<file path="src/rtl/cgra_pkg.sv">
// Shared CGRA definitions: datapath defaults and the vec_tx sequencing states.
package cgra_pkg;
    localparam int default_width      = 16;
    localparam int default_num_inputs = 4;

    typedef enum logic [1:0] {
        IDLE = 2'd0,
        SEND = 2'd1,
        WAIT = 2'd2
    } vec_tx_state_e;
endpackage

</file>
<file path="src/rtl/vec_tx_if.sv">
// Vector hand-off bus between the FU side and the neighbour-tile regfile write port.
interface vec_tx_if
    import cgra_pkg::*;
#(
    parameter int width      = default_width,
    parameter int num_inputs = default_num_inputs
);
    logic                                in_vld;
    logic [num_inputs-1:0][width-1:0]    in_data;
    logic                                in_rdy;
    logic                                wen;
    logic [num_inputs-1:0][width-1:0]    w_data;
    logic                                wr_ack;
    logic                                busy;
    logic                                err;

    modport slave (
        input  in_vld, in_data, wr_ack,
        output in_rdy, wen, w_data, busy, err
    );

    modport master (
        output in_vld, in_data, wr_ack,
        input  in_rdy, wen, w_data, busy, err
    );
endinterface

</file>
<file path="src/rtl/vec_fifo.sv">
// Vector FIFO with registered occupancy; head reads as zero while empty.
module vec_fifo #(
    parameter int width      = 16,
    parameter int num_inputs = 4,
    parameter int depth      = 2
) (
    input  logic                              clk,
    input  logic                              reset,
    input  logic                              push,
    input  logic [num_inputs-1:0][width-1:0]  push_data,
    input  logic                              pop,
    output logic                              full,
    output logic                              empty,
    output logic [$clog2(depth+1)-1:0]        count,
    output logic [num_inputs-1:0][width-1:0]  head
);
    localparam int ptr_w = (depth > 1) ? $clog2(depth) : 1;
    localparam int cnt_w = $clog2(depth + 1);

    logic [num_inputs-1:0][width-1:0] mem [depth];
    logic [ptr_w-1:0] wr_ptr;
    logic [ptr_w-1:0] rd_ptr;
    logic             do_push;
    logic             do_pop;

    assign full    = (count == cnt_w'(depth));
    assign empty   = (count == '0);
    assign do_push = push && !full;
    assign do_pop  = pop && !empty;
    assign head    = empty ? '0 : mem[rd_ptr];

    // depth is a power of two, so pointers wrap naturally at their bit width
    always_ff @(posedge clk) begin
        if (reset) begin
            wr_ptr <= '0;
            rd_ptr <= '0;
            count  <= '0;
        end else begin
            if (do_push) wr_ptr <= wr_ptr + ptr_w'(1);
            if (do_pop)  rd_ptr <= rd_ptr + ptr_w'(1);
            case ({do_push, do_pop})
                2'b10:   count <= count + cnt_w'(1);
                2'b01:   count <= count - cnt_w'(1);
                default: count <= count;
            endcase
        end
    end

    always_ff @(posedge clk) begin
        if (do_push) mem[wr_ptr] <= push_data;
    end
endmodule

</file>
<file path="src/rtl/vec_tx.sv">
// Sends buffered result vectors to a neighbour regfile, resending until acked or retries run out.
//   state | meaning
//   IDLE  | nothing in flight; retry count cleared
//   SEND  | one-cycle write strobe of the FIFO head
//   WAIT  | head held; pop on ack, resend, or drop after max_retries
module vec_tx
    import cgra_pkg::*;
#(
    parameter int width       = default_width,
    parameter int num_inputs  = default_num_inputs,
    parameter int fifo_depth  = 2,
    parameter int max_retries = 7
) (
    input  logic       clk,
    input  logic       reset,
    vec_tx_if.slave    bus
);
    localparam int retry_w = $clog2(max_retries + 1);
    localparam int cnt_w   = $clog2(fifo_depth + 1);
    localparam logic [retry_w-1:0] retry_max = retry_w'(max_retries);

    vec_tx_state_e      state, state_next;
    logic [retry_w-1:0] retry_q, retry_next;
    logic               err_q, set_err;
    logic               fifo_push, fifo_pop, fifo_full, fifo_empty, more_after_pop;
    logic [cnt_w-1:0]   fifo_count;
    logic [num_inputs-1:0][width-1:0] fifo_head;

    vec_fifo #(
        .width      (width),
        .num_inputs (num_inputs),
        .depth      (fifo_depth)
    ) u_fifo (
        .clk       (clk),
        .reset     (reset),
        .push      (fifo_push),
        .push_data (bus.in_data),
        .pop       (fifo_pop),
        .full      (fifo_full),
        .empty     (fifo_empty),
        .count     (fifo_count),
        .head      (fifo_head)
    );

    assign fifo_push      = bus.in_vld && !fifo_full;
    assign more_after_pop = (fifo_count > cnt_w'(1)) || fifo_push;

    always_ff @(posedge clk) begin
        if (reset) begin
            state   <= IDLE;
            retry_q <= '0;
            err_q   <= 1'b0;
        end else begin
            state   <= state_next;
            retry_q <= retry_next;
            if (set_err) err_q <= 1'b1;
        end
    end

    always_comb begin
        state_next = state;
        retry_next = retry_q;
        fifo_pop   = 1'b0;
        set_err    = 1'b0;
        case (state)
            IDLE: begin
                retry_next = '0;
                if (!fifo_empty) state_next = SEND;
            end
            SEND: begin
                if (retry_q != retry_max) retry_next = retry_q + retry_w'(1);
                state_next = WAIT;
            end
            WAIT: begin
                if (bus.wr_ack || (retry_q == retry_max)) begin
                    fifo_pop   = 1'b1;
                    set_err    = !bus.wr_ack;
                    retry_next = '0;
                    state_next = more_after_pop ? SEND : IDLE;
                end else begin
                    state_next = SEND;
                end
            end
            default: state_next = IDLE;
        endcase
    end

    assign bus.in_rdy = !fifo_full;
    assign bus.wen    = (state == SEND);
    assign bus.w_data = fifo_head;
    assign bus.busy   = !fifo_empty || (state != IDLE);
    assign bus.err    = err_q;
endmodule

</file>
<file path="src/flat_wrapper.sv">
// flat-port wrapper written by rule: the top's interface ports become plain ports
module vec_tx_flat import cgra_pkg::*;
#(
    parameter int width       = default_width,
    parameter int num_inputs  = default_num_inputs,
    parameter int fifo_depth  = 2,
    parameter int max_retries = 7
)
  (clk, reset, bus_in_vld, bus_in_data, bus_wr_ack, bus_in_rdy, bus_wen, bus_w_data, bus_busy, bus_err);
  vec_tx_if #(.width(width), .num_inputs(num_inputs)) bus_i ();
  input  logic clk;
  input  logic reset;
  input wire logic [$bits(bus_i.in_vld)-1:0] bus_in_vld;
  input wire logic [$bits(bus_i.in_data)-1:0] bus_in_data;
  input wire logic [$bits(bus_i.wr_ack)-1:0] bus_wr_ack;
  output wire logic [$bits(bus_i.in_rdy)-1:0] bus_in_rdy;
  output wire logic [$bits(bus_i.wen)-1:0] bus_wen;
  output wire logic [$bits(bus_i.w_data)-1:0] bus_w_data;
  output wire logic [$bits(bus_i.busy)-1:0] bus_busy;
  output wire logic [$bits(bus_i.err)-1:0] bus_err;
  assign bus_i.in_vld = bus_in_vld;
  assign bus_i.in_data = bus_in_data;
  assign bus_i.wr_ack = bus_wr_ack;
  assign bus_in_rdy = bus_i.in_rdy;
  assign bus_wen = bus_i.wen;
  assign bus_w_data = bus_i.w_data;
  assign bus_busy = bus_i.busy;
  assign bus_err = bus_i.err;
  vec_tx #(.width(width), .num_inputs(num_inputs), .fifo_depth(fifo_depth), .max_retries(max_retries)) u_core (.clk(clk), .reset(reset), .bus(bus_i));
endmodule
</file>
<file path="config.mk">
export PLATFORM = sky130hd
export DESIGN_NAME = vec_tx_flat
export DESIGN_NICKNAME = d
export VERILOG_FILES = /design/src/rtl/cgra_pkg.sv /design/src/rtl/vec_tx_if.sv /design/src/rtl/vec_fifo.sv /design/src/rtl/vec_tx.sv /design/src/flat_wrapper.sv
export SDC_FILE = /design/constraint.sdc
export NUM_CORES = 1
export LEC_CHECK = 0
export CORE_MARGIN = 10
export CORE_UTILIZATION = 35
export CTS_BUF_LIST = sky130_fd_sc_hd__clkbuf_4 sky130_fd_sc_hd__clkbuf_8 sky130_fd_sc_hd__clkbuf_16
export DETAILED_ROUTE_END_ITERATION = 8
export SYNTH_ARGS = -nofsm -noshare
export SYNTH_HDL_FRONTEND = slang
export SYNTH_HIERARCHICAL = 1
export SYNTH_SLANG_ARGS = --single-unit
export TNS_END_PERCENT = 20
</file>
<file path="constraint.sdc">
create_clock -name clk -period 7.25 [get_ports clk]
set_clock_uncertainty 0.15 [all_clocks]
set_input_delay 1.0875 -clock clk [delete_from_list [all_inputs] [get_ports clk]]
set_output_delay 1.0875 -clock clk [all_outputs]
set_load 0.02 [all_outputs]
</file>
Word-level counts from Yosys, hierarchy flattened
Memory sizes are Yosys's and may differ from the RTL's. A register that Yosys moved wholly into a read port is not among the register bits.
Cells that the tools add are included.
{ "op_classes": {"reduce_logical": 15, "mux": 17, "n_addsub": 5, "eq_ne": 10, "order_cmp": 1} }
{ "op_table": {"columns": ["cell", "n"], "rows": [
  ["64-bit two-way mux", 1],
  ["1-bit two-way mux", 9],
  ["3-bit one-hot mux with 3 select lines", 1],
  ["2-bit == test (second input constant)", 3],
  ["3-bit two-way mux", 2],
  ["2-bit one-hot mux with 3 select lines", 1],
  ["2-bit by 1-bit == test with 1-bit output (second input constant)", 2],
  ["2-bit zero test", 2],
  ["2-bit two-way mux", 2],
  ["2-bit by 1-bit != test with 1-bit output (second input constant)", 2],
  ["2-bit one-hot mux with 2 select lines", 1],
  ["2-bit nonzero test", 2],
  ["3-bit by 1-bit adder with 3-bit output (second input constant)", 1],
  ["3-bit == test (second input constant)", 1],
  ["1-bit logical AND", 3],
  ["1-bit zero test", 3],
  ["1-bit logical OR", 3],
  ["3-bit != test (second input constant)", 1],
  ["3-bit AND reduction", 1],
  ["3-bit nonzero test", 1],
  ["1-bit adder (second input constant)", 2],
  ["2-bit by 1-bit adder with 2-bit output (second input constant)", 1],
  ["2-bit by 1-bit greater-than comparator with 1-bit output (second input constant)", 1],
  ["2-bit != test (second input constant)", 1],
  ["2-bit by 1-bit subtractor with 2-bit output (second input constant)", 1]
]} }
{ "word_totals": {"ff_bits": 10, "output_inout_bits": 68, "n_memories": 1, "input_bits": 68, "ramBits": 128} }
{ "mem_list": {"columns": ["name", "words", "width", "rd", "rd_clocked_by_memory_dff", "write_ports", "line", "rtl"], "rows": [
  ["u_core.u_fifo.mem", 2, 64, 1, 1, 1, "vec_fifo.sv:20", "logic [num_inputs-1:0][width-1:0] mem [depth];"]
]} }

Longest topological paths before layout
{ "depth": {"ltp_word": 7, "ltp_mapped": 10, "ltp_nobuf": 10} }

Hierarchy
The synthesis kept the hierarchy.
{ "by_module_without_submodules": {"columns": ["mod", "instances", "area_per_inst_um2", "cells_per_inst"], "rows": [
  ["vec_fifo", 1, 5033.6, 297],
  ["vec_tx", 1, 276.5, 29]
]} }

Worst setup path after synthesis
No wires, ideal clock.
{ "synth_path": {"path_type": "input to register", "start": "input port bus_in_vld", "end": "memory u_core/u_fifo/mem[0][0] (netlist name) (enable)", "required_ns": 6.682, "path_stages": 4, "setup_slack_ns": 3.714, "path_buffers": 0, "t_arrival_ns": 2.968, "cell_sequence": "nor2b_1 -> inv_1 -> or3_1 -> inv_1"} }
{ "synth_via": {"elab_chain_len": 4} }
{ "synth_rtl": {"columns": ["item", "line", "rtl"], "rows": [
  ["start, declared", "flat_wrapper.sv:13", "input wire logic [$bits(bus_i.in_vld)-1:0] bus_in_vld;"],
  ["1-bit logical AND", "vec_tx.sv:45", "assign fifo_push = bus.in_vld && !fifo_full;"],
  ["1-bit logical AND", "vec_fifo.sv:28", "assign do_push = push && !full;"],
  ["1-bit two-way mux", "vec_fifo.sv:50", "if (do_push) mem[wr_ptr] <= push_data;"],
  ["1-bit two-way mux (not written as such)", "vec_fifo.sv:50", null],
  ["end, declared", "vec_fifo.sv:20", null]
]} }
No other way between the ends.

==> impl_results.md <==
* Status: finished clean
* Die Wd at 143 µm
* Reg power frac at 0.417
* P&R area growth vs syn at 40.6%
* Pwr Density at 321 nW/µm²
* Port buffer count at 135
* Post-Syn Instances at 326
* Number of max-cap violations at 0
* Placed Area at 6840 µm²
* Detailed Routing Iterations Pass 1 at 4
* Post-CTS Resized at 0
* Number of placement rows at 44
* Post-synth EDFFs at 128
* DP HPWL at 7410 µm
* Clk network pwr share at 0.382
* Seq cells post-synth at 139
* Synth warnings at 6
* Endpoints failing setup at 0
* Die area at 20500 µm²
* Global-route wire length before repair at 17500 µm
* Antenna cell count at 0
* Buffers & Inverters on Critical Path at 1
* Unrepaired setup endpoints after global routing: no
* Post-Place Worst Slack at 3.32 ns
* Hold_buf cts at 0
* CTS Buffer Depth at 2
* Critical path's slowest cell: dfxtp_4
* CP top delay family: flip-flops
* DR vias/cell at 4.63
* Layout cell share with drive strength beyond 1 at 0.0894
* P_int at 1.78 mW
* Avg WL per Cell at 17.1 µm
* Syn Nets at 397
* Vias at 3076
* # Post-CTS Setup Buffers at 0
* Largest net degree at the start of global routing at 67
* Clock Latency Late Sink at 0.41 ns
* CTS root buf: clkbuf_16
* Core footprint at 14700 µm²
* Clock sink total at 139
* Finished Cell Area at 7470 µm²
* Dominant cell by count in the synthesized netlist: edfxtp_1
* Die outline height at 143 µm
* Post-detailed-route DRC marker count at 0
* Nets at 539
* FMAX at 260 MHz
* Final core area utilization at 0.508
* Ys flop type: edfxtp_1
* IO Count at 136
* Leakage Power at 2.49 nW
* Initial Utilization at 0.361
* Syn Std Cell Area at 5310 µm²
* Clock slew at reported path FFs at 0.06 ns
* Fin crit period at 3.85 ns
* Total track usage at 0.112
* CP Max Fanout at 64
* Worst Path Arrival at 2.61 ns
* P_sw at 0.612 mW
* Setup ws final at 3.40 ns
* Yosys top cell by area: edfxtp_1
* Detail Route Antenna Nets at 0
* Kind of critical path: reg2out
* Slew HR at 0.217
* Combinational power share at 0.202
* Top post-synthesis cells by count: edfxtp_1, nor2_1, mux2i_1
* TNS Setup at 0 ns
* Synth top area cells: edfxtp_1, mux2i_1, nor2_1
* Share of the synthesized area in the top cell type at 0.724
* CP Launch Type: flop
* Critical Path Sink Type: output pin
* CTS tree: built
* Slew @ Worst Pin at 1.17 ns
* H-Tree Level Count at 4
* Critical path's largest stage delay at 1.03 ns
* Post-synthesis cell type count at 27
* CP cell instances: mux2i_1 -> nor2_1 -> clkdlybuf4s50_1
* Vias in the first global route at 3363
* Hold Vio Cnt, Final at 0
* Initial DRC count at 123
* Grt total ovfl at 0
* Synth Area per Inst at 16.3 µm²
* Register area share after synthesis at 0.765
* DRT Wirelength at 11400 µm
* Worst Hold Class: reg2reg
* Share of synthesized registers carrying an async set or reset at 0
* Final slew viol count at 0
* Worst EP required at 6.01 ns
* Switching part of the total at 0.255
* Crit share post-route at 0.531
* Antenna violations before repair at 0
* Gpl congestion at 0.740
* Worst IR drop on VDD at 0.151 mV
* Filler cells at 1262
* Num CTS Buffers at 17
state kept, by name, summed over array words and instances (netlist names), named ones only:
signal / cells
u_core/u_fifo/mem: 128
u_core/u_fifo/wr_ptr: 1
u_core/retry_q: 3
u_core/u_fifo/rd_ptr: 1
u_core/bus.err: 1
u_core/u_fifo/count: 2
u_core/state: 2
cells in the final DEF (no fill, tap or decap), types with 2 or more instances in the layout:
master	n
nor3_1	2
a22o_2	2
ha_1	3
clkbuf_16	17
nand2_1	2
a21oi_1	2
o21ai_0	3
edfxtp_1	128
bufinv_16	5
dfxtp_1	10
clkinv_1	2
clkdlybuf4s50_1	135
clkinv_2	6
inv_2	2
mux2i_1	64
nor2_1	72
xor2_1	2
or3_1	2
inv_1	6
buf_4	2
tightest hold or removal path, cell delays in order (launching register included):
cell and delay (ns):
dfxtp_1 0.33, nor2_1 0.05, nor2_1 0.07
cell families (layout without fill, tap and decap cells):
logic type,Yosys count,after routing,share of synthesized area
AND/OR/NAND/NOR,85,85,0.0660
buffers and inverters,22,177,0.0214
multiplexers,65,65,0.123
flip-flops,139,139,0.765
adder cells (fa/ha/maj),3,3,0.00707
XOR/XNOR,3,3,0.00495
AO/OA/AOI/OAI,9,9,0.0125
power by group through the flow:
stage / Combinational (mW) / Sequential (mW) / Clock [mW]
3_5_place_dp: 0.494 / 1.02 / 0
2_1_floorplan: 0.251 / 1.01 / 0
4_1_cts: 0.497 / 0.999 / 0.934
5_1_grt: 0.523 / 1.01 / 0.972
3_3_place_gp: 0.493 / 1.01 / 0
6_report: 0.483 / 0.998 / 0.915
metal layers:
metal  global-route usage  vias to the layer above  part of all wire
met5                    0                        -                 0
met2                0.185                       93              0.49
met3               0.0524                       16             0.091
met4               0.0472                        0             0.012
met1                0.121                     1483              0.40
li1                     -                     1484                 -
cell type report:
cell class / count / area (µm²) / area share
Clock buffer: 17 / 425 / 0.0570
Clock inverter: 15 / 204 / 0.0273
Inverter: 8 / 30.0 / 0.00402
Multi-Input combinational cell: 165 / 1140 / 0.153
Sequential cell: 139 / 4070 / 0.545
Tap cell: 184 / 230 / 0.0308
Timing Repair Buffer: 137 / 1370 / 0.183
through the flow:
step / hold slack [ns] / cells / total power, mW
floorplan: 0.302 / 326 / 1.26
global placement: 0.309 / 633 / 1.51
detailed placement: 0.326 / 633 / 1.51
CTS: 0.340 / 665 / 2.43
global route: 0.365 / 665 / 2.50
finish: 0.334 / 665 / 2.40
worst paths after layout:
path,startpoint,slack [ns],endpoint,depth (start not counted)
max,flop,3.40,bus_w_data[22],3
min,u_core/bus.err,0.33,u_core/bus.err,2
max reg2reg,u_core/u_fifo/count[0],4.24,u_core/u_fifo/mem[0][14],7
min reg2reg,u_core/bus.err,0.33,u_core/bus.err,2
No activity file was read; power rests on OpenSTA's default activity.
